--- config.mk ---
export PLATFORM = sky130hd
export DESIGN_NAME = ram_arbiter
export DESIGN_NICKNAME = d
export VERILOG_FILES = /design/src/rtl/ram_arbiter.sv
export SDC_FILE = /design/constraint.sdc
export NUM_CORES = 1
export LEC_CHECK = 0
export CAP_MARGIN = 15
export CORE_MARGIN = 2
export CORE_UTILIZATION = 35
export CTS_CLUSTER_DIAMETER = 80
export DETAILED_ROUTE_END_ITERATION = 12
export PLACE_DENSITY = 0.65
export REMOVE_ABC_BUFFERS = 1
export SLEW_MARGIN = 20
export SYNTH_ARGS = -nofsm -noshare
export SYNTH_HDL_FRONTEND = slang
export SYNTH_SLANG_ARGS = --single-unit
--- constraint.sdc ---
create_clock -name clk_in -period 2.9 [get_ports clk_in]
set_input_delay 0.58 -clock clk_in [delete_from_list [all_inputs] [get_ports clk_in]]
set_output_delay 0.58 -clock clk_in [all_outputs]
set_load 0.02 [all_outputs]
--- src/rtl/ram_arbiter.sv ---
// ram_arbiter: shares one byte-wide RAM port between instruction fetch (IF)
// and the load/store stage (MEM). One whole transfer is granted at a time and
// serialised into byte cycles. Each transfer ends with a one-cycle done pulse
// and the assembled little-endian data.
//
// State table:
//   state  | meaning
//   IDLE   | no transfer; arbitrate between IF and MEM
//   RUN    | one byte address per cycle (write data for stores)
//   WAIT   | loads/fetches only: last read byte is on ram_data_in
//   DONE   | done pulse of the owner is high for this one cycle
//
// Ports:
//   clk_in, rst_in                  clock, synchronous active-high reset
//   flush_in                        cancel a pending or in-flight IF fetch
//   if_req_in/if_addr_in            fetch request (4 bytes)
//   if_done_out/if_inst_out         fetch done pulse and fetched word
//   mem_req_in/mem_rw_in/mem_addr_in/mem_len_in/mem_data_in
//                                   load/store request of 1, 2 or 4 bytes
//   mem_done_out/mem_data_out       load/store done pulse and load data
//   ram_rw_out/ram_addr_out/ram_data_out/ram_data_in
//                                   byte RAM port, read data one cycle late
module ram_arbiter #(
    parameter int STARVE_LIMIT = 4
) (
    input  logic        clk_in,
    input  logic        rst_in,
    input  logic        flush_in,
    input  logic        if_req_in,
    input  logic [31:0] if_addr_in,
    output logic        if_done_out,
    output logic [31:0] if_inst_out,
    input  logic        mem_req_in,
    input  logic        mem_rw_in,
    input  logic [31:0] mem_addr_in,
    input  logic [2:0]  mem_len_in,
    input  logic [31:0] mem_data_in,
    output logic        mem_done_out,
    output logic [31:0] mem_data_out,
    output logic        ram_rw_out,
    output logic [31:0] ram_addr_out,
    output logic [7:0]  ram_data_out,
    input  logic [7:0]  ram_data_in
);

    localparam int SW = $clog2(STARVE_LIMIT + 1);
    localparam logic [SW-1:0] STARVE_MAX = SW'(STARVE_LIMIT);

    typedef enum logic [1:0] {S_IDLE, S_RUN, S_WAIT, S_DONE} state_t;

    state_t         state_q, state_d;
    logic           own_mem_q;
    logic           rw_q;
    logic [31:0]    addr_q;
    logic [31:0]    data_q;      // store data, or read bytes assembled so far
    logic [1:0]     last_q;      // index of the final byte (len - 1)
    logic [1:0]     cnt_q;
    logic [SW-1:0]  starve_q;

    logic           if_elig;
    logic           grant_mem;
    logic           grant_if;
    logic           flush_if;
    logic           last_byte;
    logic [1:0]     req_last;
    logic [31:0]    rd_word;

    assign if_elig   = if_req_in & ~flush_in;
    assign grant_mem = mem_req_in & (~if_elig | (starve_q < STARVE_MAX));
    assign grant_if  = if_elig & ~grant_mem;
    assign flush_if  = flush_in & ~own_mem_q;
    assign last_byte = (cnt_q == last_q);
    assign req_last  = (mem_len_in == 3'd1) ? 2'd0 :
                       (mem_len_in == 3'd2) ? 2'd1 : 2'd3;

    // Final word: the last byte is still on ram_data_in during WAIT.
    always_comb begin
        rd_word = data_q;
        rd_word[{last_q, 3'b000} +: 8] = ram_data_in;
    end

    always_ff @(posedge clk_in) begin
        if (rst_in) begin
            state_q      <= S_IDLE;
            own_mem_q    <= 1'b0;
            rw_q         <= 1'b0;
            addr_q       <= '0;
            data_q       <= '0;
            last_q       <= '0;
            cnt_q        <= '0;
            starve_q     <= '0;
            if_done_out  <= 1'b0;
            mem_done_out <= 1'b0;
            if_inst_out  <= '0;
            mem_data_out <= '0;
        end else begin
            state_q      <= state_d;
            if_done_out  <= 1'b0;
            mem_done_out <= 1'b0;
            case (state_q)
                S_IDLE: begin
                    cnt_q <= '0;
                    if (grant_mem) begin
                        own_mem_q <= 1'b1;
                        rw_q      <= mem_rw_in;
                        addr_q    <= mem_addr_in;
                        last_q    <= req_last;
                        data_q    <= mem_rw_in ? mem_data_in : 32'h0;
                        if (!if_elig)
                            starve_q <= '0;
                        else if (starve_q != STARVE_MAX)
                            starve_q <= starve_q + SW'(1);
                    end else if (grant_if) begin
                        own_mem_q <= 1'b0;
                        rw_q      <= 1'b0;
                        addr_q    <= if_addr_in;
                        last_q    <= 2'd3;
                        data_q    <= '0;
                        starve_q  <= '0;
                    end
                end
                S_RUN: begin
                    cnt_q <= cnt_q + 2'd1;
                    // Byte addressed in the previous cycle is arriving now.
                    if (!rw_q && cnt_q != 2'd0)
                        data_q[{cnt_q - 2'd1, 3'b000} +: 8] <= ram_data_in;
                    if (last_byte && rw_q)
                        mem_done_out <= 1'b1;
                end
                S_WAIT: begin
                    if (!flush_if) begin
                        if (own_mem_q) begin
                            mem_done_out <= 1'b1;
                            mem_data_out <= rd_word;
                        end else begin
                            if_done_out <= 1'b1;
                            if_inst_out <= rd_word;
                        end
                    end
                end
                default: ;
            endcase
        end
    end

    always_comb begin
        state_d = state_q;
        case (state_q)
            S_IDLE: if (grant_mem || grant_if) state_d = S_RUN;
            S_RUN: begin
                if (flush_if)
                    state_d = S_IDLE;
                else if (last_byte)
                    state_d = rw_q ? S_DONE : S_WAIT;
            end
            S_WAIT: state_d = flush_if ? S_IDLE : S_DONE;
            S_DONE: state_d = S_IDLE;
            default: state_d = S_IDLE;
        endcase
    end

    always_comb begin
        ram_rw_out   = 1'b0;
        ram_addr_out = '0;
        ram_data_out = '0;
        if (state_q == S_RUN) begin
            ram_rw_out   = rw_q;
            ram_addr_out = addr_q + {30'b0, cnt_q};
            if (rw_q)
                ram_data_out = data_q[{cnt_q, 3'b000} +: 8];
        end
    end

endmodule

Word-level counts from Yosys, hierarchy flattened

Index checks and enable logic that the tools add are counted.

Register bits after elaboration: 141
Logic and storage cells: 98
Input port bits: 113

Bitwise logic cells: 11
Equal/unequal tests: 12
Shift operators: 5
Magnitude comparators: 1
Reduce and logical (&&, ||, !) cells: 15
Multiplexer cells: 36
$add $sub $neg: 6

Operator list:

| cell                                                 | number |
|---|---|
| two-way mux 32 bit                                   | 7 |
| bitwise mux 32 bit                                   | 2 |
| case mux 32 bit (2 select lines)                     | 1 |
| variable shift 8 x 7 -> 32 bit, first input constant | 2 |
| indexed part select 8 x 7 -> 32 bit                  | 2 |
| adder 32 x 2 -> 32 bit                               | 1 |
| indexed part select 32 x 6 -> 8 bit                  | 1 |
| two-way mux 2 bit                                    | 8 |
| two-way mux 8 bit                                    | 2 |
| negation 5 -> 7 bit                                  | 2 |
| two-way mux 3 bit                                    | 4 |
| AND reduction 3 bit                                  | 4 |
| two-way mux 1 bit                                    | 9 |
| != test 3 bit, second input constant                 | 3 |
| case mux 2 bit (4 select lines)                      | 1 |
| NOT 1 bit                                            | 6 |
| nonzero test 2 bit                                   | 3 |
| AND 1 bit                                            | 4 |
| equality test 2 bit, second input constant           | 2 |
| != test 2 bit, second input constant                 | 2 |
| case mux 2 bit (2 select lines)                      | 1 |
| AND reduction 2 bit                                  | 2 |
| adder 3 x 1 -> 3 bit, second input constant          | 1 |
| equality test 3 x 1 -> 1 bit, second input constant  | 1 |
| 14 further kinds                                     | 15 |

Depth between registers and ports, before layout

Gate-level depths: netlist of the first run.

Depth after elaboration: 10
Mapped depth: 8

Worst setup path after synthesis of the first run

Ideal clock, no wire load.

Path kind: register to output
Start: register cnt_q[0]
End: output ram_addr_out[26]
Cell stages (with the launch flop): 9
Setup slack: -0.200 ns
Arrival: 2.520 ns
Path through: dfxtp_1 -> ha_1 -> fa_1 -> nand4_1 -> or3_1 -> buf_2 -> buf_6 -> or4_1 -> a21oi_1

Word-level cells in the longest chain between the ends: 2

RTL lines:

| element                | line | text |
|---|---|---|
| from (decl)            | 57   | `logic [1:0] cnt_q;` |
| from (signal assigned) | 123  | `cnt_q <= cnt_q + 2'd1;` |
| adder 32 x 2 -> 32 bit | 168  | `ram_addr_out = addr_q + {30'b0, cnt_q};` |
| two-way mux 32 bit     | 166  | `if (state_q == S_RUN) begin` |
| to (decl)              | 41   | `output logic [31:0] ram_addr_out,` |

No other way between the ends.

Final worst setup path of the first run

Start: register cnt_q[0]
End: output ram_addr_out[30]

Same word-level chain as after synthesis.

==> results of run 1 <==
-- layer usage --
metal | up-vias | share of wire | wire length [um] | global-route usage
li1 | 3564 | - | - | -
met1 | 3254 | 0.42 | 10200 | 0.290
met2 | 339 | 0.46 | 11000 | 0.354
met3 | 42 | 0.092 | 2220 | 0.0674
met4 | 0 | 0.024 | 585 | 0.0748
met5 | - | 0 | 0 | 0
-- sequential cells by signal (all words and copies together) (netlist names) --
signal / flops
data_q: 32
cnt_q: 2
rw_q: 1
addr_q: 32
mem_done_out: 1
last_q: 2
state_q: 2
if_done_out: 1
starve_q: 3
mem_data_out: 32
own_mem_q: 1
if_inst_out: 32
-- power by group through the flow --
stage,Sequential (uW),Combinational (uW),Clock [uW]
2_1_floorplan,2320,914,0
3_3_place_gp,2310,1660,0
3_5_place_dp,2310,1670,0
4_1_cts,2280,1690,2110
5_1_grt,2300,1870,2190
6_report,2280,1700,2070
-- Yosys cell counts --
cell,n
a2111oi_4,1
buf_2,5
nor4_1,3
o211a_1,1
clkbuf_1,49
a211o_1,1
o21ai_0,14
nand2b_1,1
a21oi_1,65
xnor2_1,10
a221oi_1,26
nand3_1,16
buf_6,2
dfxtp_1,141
nand4_1,8
nor4b_2,3
or4_4,1
a31oi_1,2
nor2b_1,39
buf_1,6
o32a_1,3
a211oi_1,97
a22oi_1,3
ha_1,16
a21o_1,1
o32ai_1,3
o31ai_1,14
nor3_1,29
nand2_1,13
nor3b_1,3
nor4bb_1,4
and4b_1,1
and3_1,2
and2_1,12
mux2i_1,34
a32oi_1,1
inv_1,17
nand4_2,1
or3_1,7
and4_1,4
xor2_1,4
or4_1,14
nor2_1,140
mux4_2,8
fa_1,1
-- worst paths after layout --
kind                            startpoint          endpoint  cells after the start
worst max-delay path              cnt_q[0]  ram_addr_out[30]                      8
worst min-delay path            data_q[27]        data_q[27]                      2
worst max register to register    cnt_q[0]        data_q[21]                      8
worst min register to register  data_q[27]        data_q[27]                      2
-- area by class of cell --
| cell class | instances | area [um^2] | area share |
|---|---|---|---|
| Antenna cell | 1 | 2.50 | 0.000234 |
| Tap cell | 270 | 338 | 0.0316 |
| Multi-Input combinational cell | 607 | 4180 | 0.391 |
| Clock buffer | 17 | 425 | 0.0398 |
| Sequential cell | 141 | 2830 | 0.264 |
| Clock inverter | 15 | 129 | 0.0120 |
| Inverter | 17 | 63.8 | 0.00596 |
| Timing Repair Buffer | 286 | 2730 | 0.255 |
-- cell usage in the layout (no fill, tap or decap), drive strengths merged, types with 2 or more instances in the layout --
cell type      instances
a211oi                97
a21oi                 65
a221oi                26
a22oi                  3
a31oi                  2
and2                  12
and3                   2
and4                   4
buf                   88
clkbuf                20
clkdlybuf4s50        188
clkinv                 3
clkinvlp               4
dfxtp                141
dlygate4sd2            7
ha                    16
inv                   25
mux2i                 34
mux4                   8
nand2                 13
nand3                 16
nand4                  9
nor2                 140
nor2b                 39
nor3                  29
nor3b                  3
nor4                   3
nor4b                  3
nor4bb                 4
o21ai                 14
o31ai                 14
o32a                   3
o32ai                  3
or3                    7
or4                   16
xnor2                 10
xor2                   4
-- repair_timing --
action | CTS | global route
endpoints found under the setup margin | 33 | 31
hold buffers | 0 | 0
pin swaps | 21 | 11
buffers inserted | 7 | 2
resized for setup | 129 | 27
cloned | 2 | 0
-- logic make-up (layout without fill, tap and decap cells) --
kind of cell	after synthesis	in the layout	synth area share
adders and majority gates	17	17	0.0308
muxes	42	42	0.0728
xor gates and xnor gates	14	14	0.0172
DFF	141	141	0.395
other	0	1	0
buffers and inverters	79	335	0.0445
AOI/OAI and AO/OA	232	232	0.225
and+or+nand+nor	301	302	0.214
-- critical path: cells and delay by family, from the launching register on --
kind / cells / cell delay (ns)
simple gates: 3 / 1.00
compound gates: 1 / 0.14
buf+inv: 2 / 0.30
flops: 1 / 0.35
fa+ha+maj: 2 / 0.35
-- per-stage QoR --
stage | power [uW] | setup TNS, ns
final | 6050 | -3.31
after global routing | 6360 | -5.36
after CTS | 6070 | -3.81
after detailed placement | 3990 | -4.18
after global placement | 3970 | -3.74
after floorplan | 3230 | -94.20
==> results.md, run 1 <==
Outcome:
- The run finished, with violations left.
- The checks that failed: setup timing.

Timing:
- Of the available clock period, the critical path in the final layout requires 1.09.
- The relative max-transition margin is 0.406.
- Setup repair after global routing could not meet its margin everywhere.
- Counting I/O delays and the setup requirement, the final critical path takes 3.16 ns.
- The transition time at the pin with the least slew margin is around 0.89 ns.
- The total count of hold-check failures in the final report came to 0.
- Setup slack on the critical path of the routed design comes to -0.262 ns.
- The setup violation total in the final timing report is 21.
- The number of max-slew violations in the final report came to 0.
- The final-layout worst hold slack is approximately 0.48 ns.
- For the final database, setup skew stands at roughly 0.011 ns.
- Timing would allow up to 0.316 GHz.

Floorplanning:
- From left edge to right edge, the die measures ~150 um.
- The die outline area is between 20000 and 25000 um^2.
- After floorplanning, the core was divided into between 50 and 60 placement rows.
- The region available for standard cell placement spans approximately 20000 um^2.
- The chip height is roughly 150 um.
- Pin placement for this block handled 220 I/O pins.
- The effective utilization at floorplan is 0.355.

Setup path:
- On the worst path, the slowest cell contributes a delay of 0.52 ns.
- The worst path required time is roughly 2.3 ns.
- Traced cell by cell, the critical path runs through ha_4 > fa_2 > nand4_1 > or3_4 > buf_6 > or4_4 > a21oi_2 > buf_4.
- Of all nets on the critical path, the largest fanout is 7.
- STA classifies the critical path endpoint as an output pin.
- The slowest stage of the critical path belongs to the cell or4_4.
- The setup slack of the worst register-to-register path is 0.75 ns.
- The kind of critical path is flip-flop to output pin.
- The endpoint arrival time on the critical path is ~2.6 ns.
- STA classifies the critical path startpoint as a flip-flop.

Place:
- The detailed-placement wirelength estimate is about 17000 um.
- Input and output buffers added on the ports amount to roughly 220.
- The worst slack after detailed placement is -0.401 ns.
- The routability congestion estimate is roughly 0.85.
- The number of placed instances with taps included is around 1300.
- Summing all placed instances gives a cell area of approximately 10000 um^2.

Route:
- In this run, the number of DRC markers left after iteration 0 of detailed routing was ~470.
- The detailed router placed just over 7000 vias in this run.
- After detailed routing, the number of remaining DRC violations is 0.
- The routed design has between 20000 and 25000 um of wire.
- The remaining antenna violation count is 0.
- The pre-antenna-repair detailed-routing pass consisted of 5 iterations.
- The average vias per placed instance is 5.32.
- The routed length per instance is approximately 18 um.

Cells and area:
- After routing the design area is approximately 11000 um^2.
- The count of non-filler cells in the finished layout is ~1400.
- The final core area utilization is 0.532.
- The count of filler cells inserted in the layout is ~1900.
- In the final layout, the share of cells above drive strength 1 is 0.155.
- The net count of the finished layout is between 1000 and 1500.
- Compared with the post-synthesis result, the final layout area differs by 49.7%.

Clocking:
- CTS saw approximately 140 sinks.
- Counting along the longest clock path gives a buffer depth of 2.
- The CTS tree is yes.
- The root buffer cell is clkbuf_16.
- In this run, CTS created clock tree buffers numbering 17.
- The clock insertion delay at the later pin of the skew report is between 0.4 and 0.5 ns.
- The maximum level of the CTS H-tree is 4.
- The clock edge transition at the registers on the reported setup and hold paths is 0.07 ns.

Synthesis:
- By area the synthesized netlist is led by dfxtp_1 (40%), a211oi_1 (10%), nor2_1 (7.4%).
- Of all cell types, the one taking the most synthesized area is dfxtp_1.
- The total of flip-flops plus latches after synthesis is 141.
- During synthesis, Yosys emitted a total of 0 warnings.
- For this run, the register share of the synthesized area comes to 0.395.
- The count of mapped cells out of synthesis is roughly 830.
- A synthesized cell averages between 8 and 9 um^2.
- Of the post-synthesis cell area, the dominant cell type holds 0.395.
- The count of unique library cells instantiated by Yosys is 45.
- The post-synthesis instance area is around 7100 um^2.

Global routing:
- The initial antenna violation count is 1.
- The first global-routing pass estimated ~38000 um of wire.
- Summed over all layers, the global routing overflow is 0.
- The number of global-route vias before repair is slightly below 7000.
- The pin count of the biggest net entering global routing is 66.
- Across every metal layer, demand over resource in global routing totals 0.223.

Power and ir drop:
- The power density normalized to cell area is roughly 570 nW/um^2.
- For this design the static power due to leakage is between 0.003 and 0.004 uW.
- The internal power consumption is between 4000 and 5000 uW.
- The largest voltage drop on the vdd net is between 0.4 and 0.5 mV.
- The share of total power dissipated in sequential elements is 0.378.
- The power dissipated by switching net loads is about 2000 uW.
- The power share of the clock group is 0.342.
- Of the total power, the share spent switching nets is 0.334.
- The fraction of power consumed by combinational cells is 0.281.

Flow run:
- The tool flagged a number of max-cap violations equal to 0.

Hold path:
- The path category of the worst min-delay check is flip-flop to flip-flop.
Note: power is estimated with default switching activity, not from simulation.
==> run 2, diff against run 1 <==
--- a/config.mk
+++ b/config.mk
@@ -8,11 +8,13 @@
 export CAP_MARGIN = 15
 export CORE_MARGIN = 2
 export CORE_UTILIZATION = 35
+export CTS_BUF_LIST = sky130_fd_sc_hd__clkbuf_8
 export CTS_CLUSTER_DIAMETER = 80
 export DETAILED_ROUTE_END_ITERATION = 12
-export PLACE_DENSITY = 0.65
+export DONT_BUFFER_PORTS = 1
 export REMOVE_ABC_BUFFERS = 1
 export SLEW_MARGIN = 20
 export SYNTH_ARGS = -nofsm -noshare
 export SYNTH_HDL_FRONTEND = slang
 export SYNTH_SLANG_ARGS = --single-unit
+export TNS_END_PERCENT = 5
==> run 2 against run 1 <==
The run still ends with setup timing left. Total power is 14% lower. Sequential power is 3% higher. Via count is 12% lower. First-iteration DRC count is 27% lower. Setup slack better by 0.10 ns. Sequential cell count stayed put. Clock-buffer cell count is 1 higher. Utilization is 12 points lower. Design area is 22% lower. Non-clock buffer count is 221 lower. Fmax is 3.3% higher. Highest routed layer is now met5.
==> results.md, run 2 (synthesis results as in run 1) <==
Outcome:
- The flow ran to the end, but the final reports show violations.
- The final reports fail on setup timing.

Floorplanning:
- The die span in x is 147 um (unchanged).
- The area of the core is 20100 um^2 (unchanged).
- The number of rows in the core area is 52 (unchanged).
- The effective utilization at floorplan is 0.355 (unchanged).
- The chip height came to 147 um (unchanged).
- The I/O pin total is 220 (unchanged).
- The die outline area was 21600 um^2 (unchanged).

Timing:
- The number of max-slew violations in the final report came to 0 (unchanged).
- The transition time at the pin with the least slew margin is 0.652 ns (-0.237 ns).
- The highest achievable clock rate came to 0.327 GHz (+3.3%).
- The minimum clock period is 3.06 ns (-0.101 ns).
- The total count of hold-check failures in the final report came to 0 (unchanged).
- The largest clock skew in the final design is 0.0127 ns (+0.00187 ns).
- The setup TNS is -1.63 ns (+1.67 ns).
- The relative max-transition margin was 0.565 (+0.159).
- Setup repair after global routing could not meet its margin everywhere.
- The ratio of final minimum period to clock period came to 1.06 (-0.0347).
- The setup violation total in the final timing report is 15 (-29%).
- The final worst-path setup slack is -0.161 ns (+0.101 ns).
- The final-layout worst hold slack is 0.203 ns (-0.278 ns).

Setup path:
- The nature of the critical path startpoint is a flip-flop.
- The setup path with the least slack is of type flip-flop to output pin.
- The startpoint identified for the worst register-to-register timing path is cnt_q[0].
- The critical path capture point type is an output pin.
- The largest fanout on the critical path is 6 (-1).
- Tracing the worst setup path back leads to its startpoint at cnt_q[0].
- The worst path required time is 2.32 ns (about the same).
- The endpoint arrival time on the critical path is 2.48 ns (-0.10 ns).

Place:
- The number of placed instances with taps included is 1094 (-16%).
- The routability congestion estimate is 0.826 (-3.3%).
- The count of input and output buffers is 0 (-100%).
- The detailed-placement wirelength estimate is 15200 um (-11%).

Clocking:
- The clock edge transition at the registers on the reported setup and hold paths is 0.08 ns (about the same).
- TritonCTS built the clock tree.
- The clock insertion delay at the later pin of the skew report is 0.45 ns (+0.02 ns).
- The maximum level of the CTS H-tree is 4 (unchanged).
- The sink count of the clock tree came to 141 (unchanged).
- The total of hold buffers inserted after clock tree synthesis was 0 (unchanged).
- The root buffer cell is clkbuf_8.
- The total clock buffers created by CTS is 17 (unchanged).
- The number of buffers between clock root and the deepest sink is 2 (unchanged).

Cells and area:
- In the layout the commonest cells are nor2_1 (140), dfxtp_1 (133), a211oi_1 (97), buf_4 (62), a21oi_1 (58).
- The final-stage net count was 981 (-18%).
- The final core area utilization was 0.414 (-0.118).
- The leading cell type in the layout, fill and taps excluded is nor2_1.
- The count of non-filler cells in the finished layout was 1135 (-16%).
- The layout-stage area growth over the synthesis result is 16.4%.
- The share of cells above drive strength 1 came to 0.168 (+0.0127).
- The count of filler cells inserted in the layout is 2025 (+8.3%).

Route:
- The detailed-routing iteration count for the pre-antenna-repair pass is 5 (unchanged).
- The remaining antenna violation count is 0 (unchanged).
- The routed length per instance came to 19.2 um (+8.3%).
- The average vias per placed instance is 5.57 (+4.7%).
- The number of DRC violations after detailed routing is 0 (unchanged).
- The total number of vias came to 6321 (-12%).
- The violation count after the first detailed-route iteration is 348 (-27%).
- The final wirelength is 21800 um (-9.2%).

Global routing:
- The number of global-route vias before repair came to 6003 (-13%).
- The pin count of the biggest net entering global routing was 142 (+120%).
- The initial antenna violation count was 2 (+1).
- The global-route total usage across every layer is 0.200 (-0.0227).
- The wire length of the first global-routing pass is 33900 um (-11%).
- The overall overflow remaining after global route came to 0 (unchanged).

Flow run:
- The reported max-cap violation count came to 0 (unchanged).

Power and ir drop:
- The power density normalized to cell area is 628 nW/um^2 (+11%).
- The total power of the final layout came to 5220 uW (-14%).
- The largest voltage drop on the vdd net came to 0.301 mV (-35%).
- The reported leakage power is 0.00282 uW (-26%).

Hold path:
- The path class of the tightest hold or removal check is input pin to flip-flop.
- The launch instance of the worst min-delay path is rst_in.
run 2: area by class of cell:
class,count,area [um^2],share of cell area
clock buffer,18,248,0.0298
antenna,1,2.50,0.000301
multi-input combinational,609,4190,0.504
sequential,141,2830,0.341
timing repair buffer,65,499,0.0600
tap,270,338,0.0406
inverter,17,63.8,0.00767
clock inverter,14,145,0.0175
run 2: timing repair:
action                     in CTS  in global routing
resized for setup              25                 13
pin swaps                      20                  8
setup buffers                   4                  1
hold endpoints to repair        0                  0
setup endpoints to repair      18                 23
cloned                          3                  0
run 2: routing by layer:
| layer | GRT usage | part of all wire | vias up |
|---|---|---|---|
| li1 | - | - | 3125 |
| met1 | 0.250 | 0.43 | 2929 |
| met2 | 0.337 | 0.48 | 240 |
| met3 | 0.0606 | 0.081 | 23 |
| met4 | 0.0539 | 0.012 | 4 |
| met5 | 0 | 0.0012 | - |
run 2: final timing paths:
check / to / slack [ns] / depth (start not counted)
hold reg to reg: data_q[29] / 0.50 / 2
setup reg to reg: data_q[18] / 0.72 / 8
hold / removal: addr_q[8] / 0.20 / 1
setup / recovery: ram_addr_out[20] / -0.16 / 8
run 2: per-stage QoR:
stage               worst slack, ns  cell area (um^2)
global placement             0.0237              7710
global route                 -0.264              8310
finish                       -0.161              8320
floorplan                     -1.65              6890
CTS                          -0.179              8240
detailed placement           0.0183              7710
run 2: critical path: stages (launching register included):
cell and delay [ns]:
dfxtp_2 0.36, ha_4 0.14, fa_2 0.19, nand4_1 0.10, buf_4 0.17, or3_4 0.42, or3_4 0.39, a21oi_2 0.12
buf_4 0.15
run 2: power by group:
part | total (uW) | leakage, uW | switching (uW) | internal (uW)
registers | 2340 | 0.00115 | 211 | 2120
logic | 1290 | 0.00148 | 750 | 543
clock network | 1590 | 0.000185 | 807 | 785
total | 5220 | 0.00282 | 1770 | 3450
==> run 3, diff against run 2 <==
--- a/config.mk
+++ b/config.mk
@@ -13,7 +13,6 @@
 export DETAILED_ROUTE_END_ITERATION = 12
 export DONT_BUFFER_PORTS = 1
 export REMOVE_ABC_BUFFERS = 1
-export SLEW_MARGIN = 20
 export SYNTH_ARGS = -nofsm -noshare
 export SYNTH_HDL_FRONTEND = slang
 export SYNTH_SLANG_ARGS = --single-unit
==> results of run 3 <==
The final DEF is identical to that of run 2; final timing and power are the same.
